`src/rtl/plic_apb_arb_if.sv`:
```
// APB bus bundle shared by both requesters and the interrupt-controller slave port.
// Also carries config_pkg, which supplies the platform data width.
package config_pkg;
    localparam int XLEN = 32;
endpackage

interface plic_apb_arb_if #(
    parameter int ADDR_W = 28,
    parameter int XLEN   = config_pkg::XLEN
);
    logic              PSEL;
    logic              PENABLE;
    logic              PWRITE;
    logic [ADDR_W-1:0] PADDR;
    logic [XLEN-1:0]   PWDATA;
    logic [XLEN/8-1:0] PSTRB;
    logic [XLEN-1:0]   PRDATA;
    logic              PREADY;
    logic              PSLVERR;

    modport master (
        output PSEL, PENABLE, PWRITE, PADDR, PWDATA, PSTRB,
        input  PRDATA, PREADY, PSLVERR
    );

    modport slave (
        input  PSEL, PENABLE, PWRITE, PADDR, PWDATA, PSTRB,
        output PRDATA, PREADY, PSLVERR
    );
endinterface

```
`src/rtl/plic_apb_arb.sv`:
```
// Two-requester round-robin APB arbiter in front of the PLIC slave port; grant to PREADY is 2 cycles with a zero-wait slave.
// Optional ACCESS-phase timeout with forced PSLVERR completion under APB_ARB_TIMEOUT_EN.
module plic_apb_arb #(
    parameter int ADDR_W         = 28,
    parameter int TIMEOUT_CYCLES = 16,
    parameter int XLEN           = config_pkg::XLEN
) (
    input  logic            PCLK,
    input  logic            PRESETn,
    plic_apb_arb_if.slave   m0,
    plic_apb_arb_if.slave   m1,
    plic_apb_arb_if.master  s,
    output logic            GntId
);
    typedef enum logic [1:0] {IDLE, SETUP, ACCESS} state_e;

    localparam logic [7:0] TMO_LAST = 8'(TIMEOUT_CYCLES - 1);

    state_e state_q, state_d;
    logic   gnt_q, gnt_d;
    logic   last_q, last_d;
    logic   tmo_hit;
    logic   done;
    logic   cpl;
    logic   busy;
    logic   win;
    logic   other_req;
    logic [XLEN-1:0] rdata;

    always_ff @(posedge PCLK or negedge PRESETn) begin
        if (!PRESETn) begin
            state_q <= IDLE;
            gnt_q   <= 1'b0;
            last_q  <= 1'b1;  // "M1 went last" so the first contended grant goes to M0
        end else begin
            state_q <= state_d;
            gnt_q   <= gnt_d;
            last_q  <= last_d;
        end
    end

`ifdef APB_ARB_TIMEOUT_EN
    logic [7:0] tmo_q;

    always_ff @(posedge PCLK or negedge PRESETn) begin
        if (!PRESETn) begin
            tmo_q <= 8'd0;
        end else if (state_q == SETUP) begin
            tmo_q <= 8'd0;
        end else if (state_q == ACCESS && !s.PREADY) begin
            tmo_q <= tmo_q + 8'd1;
        end
    end

    assign tmo_hit = (state_q == ACCESS) && !s.PREADY && (tmo_q == TMO_LAST);

    logic unused_ok;
    assign unused_ok = ^{m0.PENABLE, m1.PENABLE, s.PSLVERR};
`else
    assign tmo_hit = 1'b0;

    logic unused_ok;
    assign unused_ok = ^{m0.PENABLE, m1.PENABLE, s.PSLVERR, TMO_LAST};
`endif

    assign done      = s.PREADY || tmo_hit;
    assign win       = (m0.PSEL && m1.PSEL) ? ~last_q : m1.PSEL;
    assign other_req = gnt_q ? m0.PSEL : m1.PSEL;

    always_comb begin
        state_d = state_q;
        gnt_d   = gnt_q;
        last_d  = last_q;
        unique case (state_q)
            IDLE: begin
                if (m0.PSEL || m1.PSEL) begin
                    state_d = SETUP;
                    gnt_d   = win;
                    last_d  = win;
                end
            end
            SETUP: state_d = ACCESS;
            ACCESS: begin
                // The finishing requester still holds PSEL this cycle, so only the other side may win.
                if (done) begin
                    if (other_req) begin
                        state_d = SETUP;
                        gnt_d   = ~gnt_q;
                        last_d  = ~gnt_q;
                    end else begin
                        state_d = IDLE;
                    end
                end
            end
            default: state_d = IDLE;
        endcase
    end

    always_comb begin
        busy      = (state_q != IDLE);
        cpl       = (state_q == ACCESS) && done;
        rdata     = tmo_hit ? '0 : s.PRDATA;
        s.PSEL    = busy;
        s.PENABLE = (state_q == ACCESS);
        s.PWRITE  = '0;
        s.PADDR   = '0;
        s.PWDATA  = '0;
        s.PSTRB   = '0;
        if (busy) begin
            s.PWRITE = gnt_q ? m1.PWRITE : m0.PWRITE;
            s.PADDR  = gnt_q ? m1.PADDR  : m0.PADDR;
            s.PWDATA = gnt_q ? m1.PWDATA : m0.PWDATA;
            s.PSTRB  = gnt_q ? m1.PSTRB  : m0.PSTRB;
        end
        m0.PREADY  = cpl && !gnt_q;
        m1.PREADY  = cpl &&  gnt_q;
        m0.PRDATA  = (cpl && !gnt_q) ? rdata : '0;
        m1.PRDATA  = (cpl &&  gnt_q) ? rdata : '0;
        m0.PSLVERR = cpl && !gnt_q && tmo_hit;
        m1.PSLVERR = cpl &&  gnt_q && tmo_hit;
        GntId      = gnt_q;
    end

    a_gnt_psel_held: assert property (@(posedge PCLK) disable iff (!PRESETn)
        (state_q != IDLE) |-> (gnt_q ? m1.PSEL : m0.PSEL));
endmodule

```
`src/flat_wrapper.sv`:
```
// flat-port wrapper written by rule: the top's interface ports become plain ports
module plic_apb_arb_flat 
#(
    parameter int ADDR_W         = 28,
    parameter int TIMEOUT_CYCLES = 16,
    parameter int XLEN           = config_pkg::XLEN
)
  (PCLK, PRESETn, GntId, m0_PSEL, m0_PENABLE, m0_PWRITE, m0_PADDR, m0_PWDATA, m0_PSTRB, m0_PRDATA, m0_PREADY, m0_PSLVERR, m1_PSEL, m1_PENABLE, m1_PWRITE, m1_PADDR, m1_PWDATA, m1_PSTRB, m1_PRDATA, m1_PREADY, m1_PSLVERR, s_PSEL, s_PENABLE, s_PWRITE, s_PADDR, s_PWDATA, s_PSTRB, s_PRDATA, s_PREADY, s_PSLVERR);
  plic_apb_arb_if #(.ADDR_W(ADDR_W), .XLEN(XLEN)) m0_i ();
  plic_apb_arb_if #(.ADDR_W(ADDR_W), .XLEN(XLEN)) m1_i ();
  plic_apb_arb_if #(.ADDR_W(ADDR_W), .XLEN(XLEN)) s_i ();
  input  logic PCLK;
  input  logic PRESETn;
  output logic GntId;
  input wire logic [$bits(m0_i.PSEL)-1:0] m0_PSEL;
  input wire logic [$bits(m0_i.PENABLE)-1:0] m0_PENABLE;
  input wire logic [$bits(m0_i.PWRITE)-1:0] m0_PWRITE;
  input wire logic [$bits(m0_i.PADDR)-1:0] m0_PADDR;
  input wire logic [$bits(m0_i.PWDATA)-1:0] m0_PWDATA;
  input wire logic [$bits(m0_i.PSTRB)-1:0] m0_PSTRB;
  output wire logic [$bits(m0_i.PRDATA)-1:0] m0_PRDATA;
  output wire logic [$bits(m0_i.PREADY)-1:0] m0_PREADY;
  output wire logic [$bits(m0_i.PSLVERR)-1:0] m0_PSLVERR;
  input wire logic [$bits(m1_i.PSEL)-1:0] m1_PSEL;
  input wire logic [$bits(m1_i.PENABLE)-1:0] m1_PENABLE;
  input wire logic [$bits(m1_i.PWRITE)-1:0] m1_PWRITE;
  input wire logic [$bits(m1_i.PADDR)-1:0] m1_PADDR;
  input wire logic [$bits(m1_i.PWDATA)-1:0] m1_PWDATA;
  input wire logic [$bits(m1_i.PSTRB)-1:0] m1_PSTRB;
  output wire logic [$bits(m1_i.PRDATA)-1:0] m1_PRDATA;
  output wire logic [$bits(m1_i.PREADY)-1:0] m1_PREADY;
  output wire logic [$bits(m1_i.PSLVERR)-1:0] m1_PSLVERR;
  output wire logic [$bits(s_i.PSEL)-1:0] s_PSEL;
  output wire logic [$bits(s_i.PENABLE)-1:0] s_PENABLE;
  output wire logic [$bits(s_i.PWRITE)-1:0] s_PWRITE;
  output wire logic [$bits(s_i.PADDR)-1:0] s_PADDR;
  output wire logic [$bits(s_i.PWDATA)-1:0] s_PWDATA;
  output wire logic [$bits(s_i.PSTRB)-1:0] s_PSTRB;
  input wire logic [$bits(s_i.PRDATA)-1:0] s_PRDATA;
  input wire logic [$bits(s_i.PREADY)-1:0] s_PREADY;
  input wire logic [$bits(s_i.PSLVERR)-1:0] s_PSLVERR;
  assign m0_i.PSEL = m0_PSEL;
  assign m0_i.PENABLE = m0_PENABLE;
  assign m0_i.PWRITE = m0_PWRITE;
  assign m0_i.PADDR = m0_PADDR;
  assign m0_i.PWDATA = m0_PWDATA;
  assign m0_i.PSTRB = m0_PSTRB;
  assign m0_PRDATA = m0_i.PRDATA;
  assign m0_PREADY = m0_i.PREADY;
  assign m0_PSLVERR = m0_i.PSLVERR;
  assign m1_i.PSEL = m1_PSEL;
  assign m1_i.PENABLE = m1_PENABLE;
  assign m1_i.PWRITE = m1_PWRITE;
  assign m1_i.PADDR = m1_PADDR;
  assign m1_i.PWDATA = m1_PWDATA;
  assign m1_i.PSTRB = m1_PSTRB;
  assign m1_PRDATA = m1_i.PRDATA;
  assign m1_PREADY = m1_i.PREADY;
  assign m1_PSLVERR = m1_i.PSLVERR;
  assign s_PSEL = s_i.PSEL;
  assign s_PENABLE = s_i.PENABLE;
  assign s_PWRITE = s_i.PWRITE;
  assign s_PADDR = s_i.PADDR;
  assign s_PWDATA = s_i.PWDATA;
  assign s_PSTRB = s_i.PSTRB;
  assign s_i.PRDATA = s_PRDATA;
  assign s_i.PREADY = s_PREADY;
  assign s_i.PSLVERR = s_PSLVERR;
  plic_apb_arb #(.ADDR_W(ADDR_W), .TIMEOUT_CYCLES(TIMEOUT_CYCLES), .XLEN(XLEN)) u_core (.PCLK(PCLK), .PRESETn(PRESETn), .m0(m0_i), .m1(m1_i), .s(s_i), .GntId(GntId));
endmodule
```
`config.mk`:
```
export PLATFORM = sky130hd
export DESIGN_NAME = plic_apb_arb_flat
export DESIGN_NICKNAME = d
export VERILOG_FILES = /design/src/rtl/plic_apb_arb_if.sv /design/src/rtl/plic_apb_arb.sv /design/src/flat_wrapper.sv
export SDC_FILE = /design/constraint.sdc
export NUM_CORES = 1
export LEC_CHECK = 0
export BUFFER_PORTS_ARGS = -buffer_cell sky130_fd_sc_hd__buf_2
export CORE_AREA = 2 2 120 122
export DETAILED_ROUTE_END_ITERATION = 16
export DIE_AREA = 0 0 122 124
export SKIP_LAST_GASP = 1
export SYNTH_ARGS = -nofsm -noshare
export SYNTH_HDL_FRONTEND = slang
export SYNTH_SLANG_ARGS = --single-unit
```
`constraint.sdc`:
```
create_clock -name PCLK -period 1.2 [get_ports PCLK]
set_input_delay 0.24 -clock PCLK [delete_from_list [all_inputs] [get_ports PCLK]]
set_output_delay 0.24 -clock PCLK [all_outputs]
set_load 0.03 [all_outputs]
```
Word-level counts from Yosys, hierarchy flattened
Cells that the tools add are included. W data, S select, Z words.

Input port bits: 170. Register bits: 4. Logic and storage cells: 41.

Mux-type cells: 20. Reduce and logical (&&, ||, !) cells: 11. Bitwise logic cells: 2. Eq/ne operators: 5.

Operators by type and width (count): $mux W32 (4); $mux W28 (2); $mux W1 (8); $mux W4 (2); $ne A2 B1 Y1 const B (3); $pmux W2 S3 (1); $logic_and A1 B1 Y1 (4); $mux W2 (2); $reduce_and A4 Y1 (1); $reduce_bool A2 Y1 (2); $eq A2 B1 Y1 const B (1); $eq A2 B2 Y1 const B (1); $logic_not A2 Y1 (1); $not A1 Y1 (2); $pmux W1 S2 (1); $reduce_and A2 Y1 (1); $logic_not A1 Y1 (1); $logic_or A1 B1 Y1 (1).

Depth between registers and ports, before layout
Depth after elaboration: 4. Gate-level depth with buffers: 5. Mapped depth without buffers: 3.

Worst setup path after synthesis
No wires, ideal clock.

Path kind: register -> output. From: register u_core.gnt_q (netlist: u_core.GntId). To: output port s_PADDR[0]. Arrival time: 1548 ps. Slack: -588 ps. Stages on the path, launching flop included: 6. Buffers on the path: 3. Cells stage by stage: dfrtp_1 buf_2 buf_4 buf_6 mux2i_1 nor2_1.

Longest elaborated chain between the ends: 2.

Ends and longest elaborated chain: start, declared (line plic_apb_arb.sv:20) `logic gnt_q, gnt_d;`; start signal, assigned (line plic_apb_arb.sv:37) `gnt_q <= gnt_d;`; $mux W28 (line plic_apb_arb.sv:111) `s.PADDR = gnt_q ? m1.PADDR : m0.PADDR;`; $mux W28 (line plic_apb_arb.sv:109) `if (busy) begin`; end, declared (line flat_wrapper.sv:36) `output wire logic [$bits(s_i.PADDR)-1:0] s_PADDR;`.

Every way passes these cells.

Final worst setup path
From: register u_core.gnt_q (netlist: u_core.GntId). To: output port s_PWRITE.

Longest elaborated chain between the ends: 2.

Ends and longest elaborated chain: $mux W1 (line plic_apb_arb.sv:110) `s.PWRITE = gnt_q ? m1.PWRITE : m0.PWRITE;`; $mux W1 (line plic_apb_arb.sv:109); end, declared (line flat_wrapper.sv:35) `output wire logic [$bits(s_i.PWRITE)-1:0] s_PWRITE;`.

Every way passes these cells.

==> results.cfg <==
[final_layout]
antenna_cells = 0
final_nets = 748
drive_above_1_share_pct = 87.3
syn_to_final_growth_pct = 191
final_area_um2 = 5150

[floorplan]
ioPinCount = 306
core_area_um2 = 13700
fp.dieArea_um2 = 15100
rows = 43
die_w_um = 122
start_util_pct = 12.9
die_height_um = 124

[setup_path]
r2r-start = u_core.GntId
crit_path_start = u_core.GntId
startpoint_type = register
path_class = register to primary output
critPathArrivalTime_ns = 1.52
crit_required_ns = 0.96
end_kind = primary output
crit_fanout = 19

[grt]
overflow = 0
grt_use_total_pct = 10.9
first_global_vias = 2602
grt_first_pass_wirelength_um = 13000
grt_max_degree = 20
antenna_found_initial = 0

[clocking]
clk-insertion-delay-late_ns = 0.23
numCtsBuffers = 3
cts.sinks = 4
clk_pin_slew_ns = 0.03
cts_tree = built
clk_path_buf_depth = 2
root_buffer = clkbuf_16
ctsHtreeMaxLevel = 1

[timing]
hold_violations = 0
maxClockFrequency_ghz = 0.567
final.setup.tns_ns = -67.88
setup_slack_ns = -0.562
setup_viol = 137
fin_hold_ws_ns = 0.375
finClkSkew_ns = 0.00730
timing.final.crit_period_ns = 1.76
maxSlewViolCount = 0
fin_crit_sh_pct = 147
rsz0062_at_grt = true

[pwr]
ir_worst_vdd_uv = 954
p_leak_nw = 2.70
p_per_area_nw_per_um2 = 2520

[logic_synthesis]
ys_seq_area_share_pct = 5.73
netlist-cell-type-count = 24
avgSynthCellArea_um2 = 7.28
synth_warnings = 0
synth_edf_count = 0
ys_ff_latch = 4
synth_cells = 243
async_flop_share_pct = 100
netlist_area_um2 = 1770
synth_top_flop_cell = dfrtp_1

[drt]
drtPass1Iterations = 4
vias_per_cell = 3.89
drcViolationCount = 0
drtIter0Drc = 26
routedWlPerCell_um = 13.5
wl_um = 10200
vias = 2946
antenna_left = 0

[flow_run]
max_cap_viol_count = 0

[place]
dp.final_hpwl_um = 7130
postPlaceCellArea_um2 = 3930
place_congestion = 0.751
portBuffers = 300

[hold_path]
min_path_type = input pin to asynchronous set/reset pin

[run_status]
status = complete, but fails checks
violations = setup timing
==> final cells by class <==
class / count / area [um2]
flip-flops and latches: 4 / 105
clock buffers: 4 / 78.8
fillers: 1360 / 8570
inverters: 3 / 15.0
well taps: 180 / 225
repair buffers: 352 / 2860
multi-input cells: 214 / 1870
==> routing by layer <==
| metal | share of wire [%] | up-vias | track usage [%] |
|---|---|---|---|
| li1 | - | 1456 | - |
| met1 | 37 | 1318 | 12.2 |
| met2 | 55 | 169 | 22.2 |
| met3 | 8.3 | 3 | 1.88 |
| met4 | 0.15 | 0 | 0.647 |
| met5 | 0 | - | 0 |
==> cell usage after synthesis (2+ instances only) <==
cell      count  share of area, %
dfrtp_1       3               4.2
and2_2        6               2.5
and3_4        2               1.3
mux2i_1      67                38
buf_4         3               1.3
clkbuf_1      2              0.42
buf_2         8               2.3
buf_6         8               5.1
and2_1       58                21
nand2b_1      2              0.71
inv_1         3              0.64
nor2_1       67                14
or2b_1        2              0.85
buf_8         2               1.7
==> timing repair <==
item                                   CTS  global route
setup buffers                            8             4
gates cloned                             6             5
pin swaps                                2            11
hold buffers                             1             0
endpoints found under the hold margin    3             0
resized for setup                      170            87
setup endpoints to repair              137           137
==> final timing paths <==
| path | endpoint | slack (ns) | cells past startpoint |
|---|---|---|---|
| worst max register to register | u_core.last_q | -0.35 | 5 |
| min in group PCLK | u_core.state_q[1] | 0.43 | 4 |
| worst min register to register | u_core.state_q[1] | 0.64 | 2 |
| worst max-delay path | s_PWRITE | -0.56 | 5 |
| worst min-delay path | u_core.GntId | 0.37 | 2 |
| max in group asynchronous | u_core.last_q | 0.61 | 2 |
==> where the power goes <==
part / total (mW) / internal, mW / leakage (nW) / switching [mW]
combinational: 12.1 / 5.80 / 2.61 / 6.30
clock: 0.546 / 0.440 / 0.0382 / 0.107
sequential: 0.330 / 0.229 / 0.0461 / 0.101
==> sequential cells by signal (all words and copies together), names as in the netlist <==
register / flops
u_core.last_q: 1
u_core.state_q: 2
u_core.GntId: 1
==> kinds of logic (layout without fill, tap and decap cells) <==
| kind of cell | Yosys count | after routing | synth area share [%] |
|---|---|---|---|
| buffers and inverters | 26 | 359 | 11.4 |
| AO/OA/AOI/OAI | 5 | 5 | 2.76 |
| other | 1 | 2 | 0.212 |
| multiplexers | 68 | 68 | 38.5 |
| flip-flops | 4 | 4 | 5.73 |
| AND/OR/NAND/NOR | 139 | 139 | 41.4 |
==> per-stage QoR <==
stage	power [mW]	setup WS [ns]	util, %	cells
4_1_cts	11.7	-0.556	34.7	748
3_5_place_dp	9.05	-0.331	28.6	730
3_3_place_gp	9.04	-0.326	28.6	730
5_1_grt	13.6	-0.591	37.6	757
6_report	13.0	-0.562	37.6	757
2_1_floorplan	6.64	-0.363	-	244
==> layout by cell type (no fill, tap or decap), drive strengths merged, types with 2 or more instances in the layout <==
| cell | synthesis | routed |
|---|---|---|
| and2 | 64 | 64 |
| and3 | 2 | 2 |
| buf | 21 | 343 |
| clkbuf | 2 | 12 |
| conb | 1 | 2 |
| dfrtp | 3 | 3 |
| inv | 3 | 2 |
| mux2i | 67 | 67 |
| nand2b | 2 | 2 |
| nor2 | 67 | 67 |
| or2b | 2 | 2 |
==> critical path, cell delays in order (launching register included) <==
cell and delay (ns):
dfrtp_4 0.52, buf_12 0.17, buf_4 0.16, mux2i_1 0.20
nor2_2 0.06, buf_4 0.16
Note: power is estimated with default switching activity, not from simulation.
